--- src/rtl/jt49_env_step.sv ---
// jt49_env_step: envelope step engine driven by divider toggles, producing a 5-bit level and an end-of-cycle pulse
// Ports: clk, rst (sync, active-high), cen (clock enable), step (divider output, each change is one step),
//        shape {CONT,ATT,ALT,HOLD}, restart (shape write pulse), env (level 0..31), eoc (end-of-cycle pulse).
// Macro JT49_ENV_32STEP_EN: 32 steps of 1 per cycle; when undefined, 16 steps of 2 per cycle.
module jt49_env_step (
    input  logic       clk,
    input  logic       rst,
    input  logic       cen,
    input  logic       step,
    input  logic [3:0] shape,
    input  logic       restart,
    output logic [4:0] env,
    output logic       eoc
);
`ifdef JT49_ENV_32STEP_EN
    localparam logic [4:0] inc = 5'd1, last = 5'd31;
`else
    localparam logic [4:0] inc = 5'd2, last = 5'd30;
`endif
    logic [4:0] cnt_q, cnt_d, env_q, env_d, base;
    logic       inv_q, inv_d, stop_q, stop_d, zero_q, zero_d;
    logic       step_l_q, step_l_d, eoc_q, eoc_d;
    logic       cont, att, alt, hold, ev;
    always_comb begin
        {cont, att, alt, hold} = shape;
        ev       = cen && (step != step_l_q) && !stop_q;
        step_l_d = cen ? step : step_l_q;
        cnt_d    = cnt_q;
        inv_d    = inv_q;
        stop_d   = stop_q;
        zero_d   = zero_q;
        eoc_d    = 1'b0;
        if (restart) begin
            cnt_d  = 5'd0;
            inv_d  = 1'b0;
            stop_d = 1'b0;
            zero_d = 1'b0;
        end else if (ev) begin
            if (cnt_q != last) begin
                cnt_d = cnt_q + inc;
            end else begin
                eoc_d = 1'b1;
                if (!cont) begin
                    stop_d = 1'b1;
                    zero_d = 1'b1;
                end else if (hold) begin
                    stop_d = 1'b1;
                end else begin
                    cnt_d = 5'd0;
                    inv_d = inv_q ^ alt;
                end
            end
        end
        base  = att ? cnt_q : 5'd31 - cnt_q;
        env_d = zero_q ? 5'd0 : stop_q ? {5{att ^ alt}} : inv_q ? 5'd31 - base : base;
    end
    always_ff @(posedge clk) begin
        if (rst) begin
            cnt_q    <= 5'd0;
            inv_q    <= 1'b0;
            stop_q   <= 1'b1;
            zero_q   <= 1'b1;
            step_l_q <= 1'b0;
            eoc_q    <= 1'b0;
            env_q    <= 5'd0;
        end else begin
            cnt_q    <= cnt_d;
            inv_q    <= inv_d;
            stop_q   <= stop_d;
            zero_q   <= zero_d;
            step_l_q <= step_l_d;
            eoc_q    <= eoc_d;
            env_q    <= env_d;
        end
    end
    assign env = env_q;
    assign eoc = eoc_q;
endmodule

--- config.mk ---
export PLATFORM = sky130hd
export DESIGN_NAME = jt49_env_step
export DESIGN_NICKNAME = d
export VERILOG_FILES = /design/src/rtl/jt49_env_step.sv
export SDC_FILE = /design/constraint.sdc
export NUM_CORES = 1
export LEC_CHECK = 0
export CORE_AREA = 10 10 47 49
export CTS_CLUSTER_SIZE = 40
export DETAILED_ROUTE_END_ITERATION = 10
export DIE_AREA = 0 0 57 59
export DONT_BUFFER_PORTS = 1
export PLACE_DENSITY = 0.72
export SYNTH_ARGS = -nofsm -noshare
export SYNTH_HDL_FRONTEND = slang
export SYNTH_SLANG_ARGS = --single-unit
--- constraint.sdc ---
create_clock -name clk -period 3.55 [get_ports clk]
set_input_delay 0.71 -clock clk [delete_from_list [all_inputs] [get_ports clk]]
set_output_delay 0.71 -clock clk [all_outputs]
set_load 0.02 [all_outputs]
Word level (Yosys, flattened, before mapping)
Index checks and enable logic that the tools add are counted.
- add/sub/neg operators: 3
- eq/ne operators: 6
- muxes and demuxes: 16
- bitwise operators: 5
- reductions and logical operators: 12
- operators by type and width (kind ; number):
    two-way mux 5 bit ; 6
    two-way mux 1 bit ; 10
    subtractor 5 bit (first input constant) ; 2
    AND reduction 3 bit ; 3
    adder 5 x 2 -> 5 bit (second input constant) ; 1
    != test 5 bit (second input constant) ; 1
    != test 2 x 1 -> 1 bit (second input constant) ; 2
    AND reduction 4 bit ; 1
    nonzero test 2 bit ; 2
    OR reduction 2 bit ; 2
    != test 3 x 2 -> 1 bit (second input constant) ; 1
    inverter 1 bit ; 3
    OR reduction 3 bit ; 1
    logical AND 1 bit ; 2
    != test 2 bit (second input constant) ; 1
    bitwise XOR 1 bit ; 2
    zero test 1 bit ; 1
    != test 1 bit ; 1
- register bits after elaboration: 15
- bits of input ports: 9
- output and inout port bits: 6
- word-level logic and storage cells: 49

Longest topological paths before layout
- depth in word-level cells: 5
- gate-level depth with buffers: 4
- depth with buffers taken out: 4

Least setup slack after synthesis
Ideal clock, no wire load.
- path type: input -> register
- start point: in step
- end point: reg stop_q
- setup time: 0.087 ns
- arrival time: 1.361 ns
- data required time: 3.463 ns
- path slack: 2.102 ns
- cell stages on the path: 3
- path buffers: 0
- path through: xnor2_1 > or3_4 > o31ai_1
- word-level cells in the longest chain between the ends: 5
- ends and longest elaborated chain (what ; line ; RTL):
    from (decl) ; 9 ; input logic step,
    != test 1 bit ; 26 ; ev = cen && (step != step_l_q) && !stop_q;
    logical AND 1 bit (2 in a row) ; 26 ;
    nonzero test 2 bit (no line) ; - ;
    AND reduction 3 bit (no line) ; - ;
    to (signal assigned) ; 69 ; stop_q <= stop_d;
    to (decl) ; 21 ; logic inv_q, inv_d, stop_q, stop_d, zero_q, zero_d;
Every way passes these cells.
A chain may end at the register's enable or synchronous reset.

Worst setup path in the final report
- start point: reg eoc_q (netlist: eoc)
- end point: out eoc
- RTL lines (what ; line ; RTL):
    from (decl) ; 22 ; logic step_l_q, step_l_d, eoc_q, eoc_d;
    from (signal assigned) ; 72 ; eoc_q <= eoc_d;
    to (decl) ; 13 ; output logic eoc
No word-level cell between the ends.

==> flow_summary_export.csv <==
group,metric,value,unit
run_status,outcome,"finished clean",
synth,syn_area,726,um^2
sta,hold_violations,0,
placed_design,portBuffers,0,
placed_design,place_congestion,0.795,
global_routing,grt_max_degree,11,
clock_network,htreeDepth,1,
setup_path,required,2840,ps
global_routing,grt_pass1_vias,558,
global_routing,grt_usage,8.56,%
synth,synth-seq-area-share,38.6,%
placed_design,placed_cells,90,
final_layout,area_growth_syn_to_layout,4.83,%
setup_path,startpoint_type,"register",
global_routing,grt_pass1_wl,2.35,mm
clock_network,cts_setup_buffers,0,
clock_network,clock_sinks,14,
sta,setup_tns,0,ps
sta,worst_pin_slew,488,ps
power_and_ir_drop,ir_drop,0.000202,V
clock_network,cts_resized,0,
sta,rsz0062_at_grt,"no",
synth,ys_top_cells_by_area,"dfxtp_1, mux2i_1, xor2_1",
power_and_ir_drop,power_density,409,nW/um^2
clock_network,path_clk_slew,90,ps
sta,final_max_slew_viol_count,0,
route,drt_iter0_drc,4,
sta,setup_viol,0,
sta,final.min_clock_period,1430,ps
die,die_y,59,um
sta,fin_crit_sh,40.3,%
final_layout,seqCellArea,280,um^2
setup_path,end_kind,"output pin",
synth,synth_top_family_by_area,"simple AND/OR/NAND/NOR gates",
setup_path,cp.arrival,720,ps
final_layout,multiInputGateArea,420,um^2
synth,ys_ff_latch,14,
die,die_w,57,um
route,postRouteAntennaNets,0,
synth,synth_mux_area_share,9.66,%
global_routing,overflow,0,
power_and_ir_drop,p_leak,0.000350,uW
sta,clock_skew,1.65,ps
synth,syn_inst,77,
final_layout,layout_commonest_cell,"dfxtp_1",
final_layout,post_layout_nonfiller_instances,94,
synth,avgSynthCellArea,9.42,um^2
setup_path,r2r_setup_slack,2250,ps
global_routing,antenna_found_initial,0,
synth,netlist.area_leader.share,38.6,%
setup_path,cp_max_fo,1,
route,firstDrtPassIters,3,
final_layout,fillers,135,
synth,synth_area_leader_cell,"dfxtp_1",
hold_path,hold_path_class,"primary input to register",
route,wl,1.34,mm
clock_network,postCtsHoldBufs,0,
synth,yosys.cell_types.count,32,
final_layout,final_nets,89,
clock_network,clock-root-buffer,"clkbuf_4",
final_layout,final_cell_mix,"dfxtp_1, nand2_1, mux2i_1, xor2_1, o21ai_0",
final_layout,drive_gt1_share,12.8,%
sta,slew_headroom,67.3,%
synth,synth_compound_area_share,12.8,%
clock_network,cts_tree,"done",
placed_design,dp_hpwl,1.07,mm
die,coreArea,1400,um^2
synth,synth-xor-area-share,7.24,%
synth,synth_simple_gate_area_share,26.6,%
clock_network,numCtsBuffers,3,
job,drv_cap,0,
synth,yosysWarnings,0,
clock_network,worstSkewPairLatency,280,ps
final_layout,antenna_cells,0,
clock_network,cts_buffer_depth,2,
die,dieArea,3360,um^2
die,initial_core_util,51.8,%
route,drc_errors,0,
sta,clock.fmax,698,MHz
route,via_count,559,
setup_path,critical_path_class,"register to output pin",
route,avgViaCountPerCell,5.95,
synth,synth-adder-area-share,1.72,%
route,wl_per_cell,14.2,um
die,io_pins,15,
synth,synth_fp_nets,87,
die,rows,14,
==> per-layer routing <==
metal  GRT usage [%]  part of all wire [%]  up-vias
li1                -                     -      279
met1            8.20                    43      265
met2            13.8                    45       13
met3            5.15                    10        2
met4            5.37                   1.4        0
met5               0                     0        -
==> synth_stat cells, drive strengths merged <==
cell	n
dfxtp	14
mux2i	7
nand2	7
o21ai	5
xor2	5
nor2	4
or3	4
and2b	3
buf	3
a21oi	2
nand3	2
nand4	2
nor3	2
o211a	2
o31ai	2
a31o	1
and2	1
and3	1
and3b	1
ha	1
inv	1
nand2b	1
nand3b	1
nand4b	1
nor4	1
o211ai	1
o22ai	1
xnor2	1
==> state kept, by name (all words and copies together), names as in the netlist <==
name,count
step_l_q,1
env,5
eoc,1
zero_q,1
cnt_q,4
stop_q,1
inv_q,1
==> cells by family (layout without fill, tap and decap cells) <==
family          count (synthesis)  after routing
compound gates                 14             14
buf+inv                         4              5
mux                             7              7
flops                          14             14
xor+xnor                        6              6
simple gates                   31             31
fa+ha+maj                       1              1
==> area by class of cell <==
type / instances / area share (%)
Clock buffer: 4 / 4.77
Inverter: 1 / 0.493
Multi-Input combinational cell: 59 / 55.3
Sequential cell: 14 / 36.8
Tap cell: 16 / 2.63
==> worst reg2reg max path: cells and delay by family, from the launching register on <==
| family | cells | cell delay, ps |
|---|---|---|
| flops | 1 | 450 |
| compound gates | 1 | 190 |
| simple gates | 2 | 580 |
==> worst paths after layout <==
kind	cells after the start	start	end
worst max-delay path	0	eoc	eoc
worst min-delay path	1	rst	step_l_q
worst max register to register	3	cnt_q[1]	stop_q
worst min register to register	2	zero_q	zero_q
==> stage by stage <==
step	power (uW)	utilization, %	worst slack (ps)	instance area, um^2	hold WS, ps
CTS	314	54.3	2100	761	478
finish	311	54.3	2120	761	486
floorplan	197	-	2100	726	455
detailed placement	199	51.7	2060	724	476
global placement	198	51.7	2070	724	475
global route	325	54.3	2080	761	470
==> power breakdown <==
group	switching, uW	total (uW)	internal [uW]
clock	53.4	116	62.4
sequential	7.98	170	162
combinational	12.3	24.6	12.3
Power figures use the tool's default switching activity.
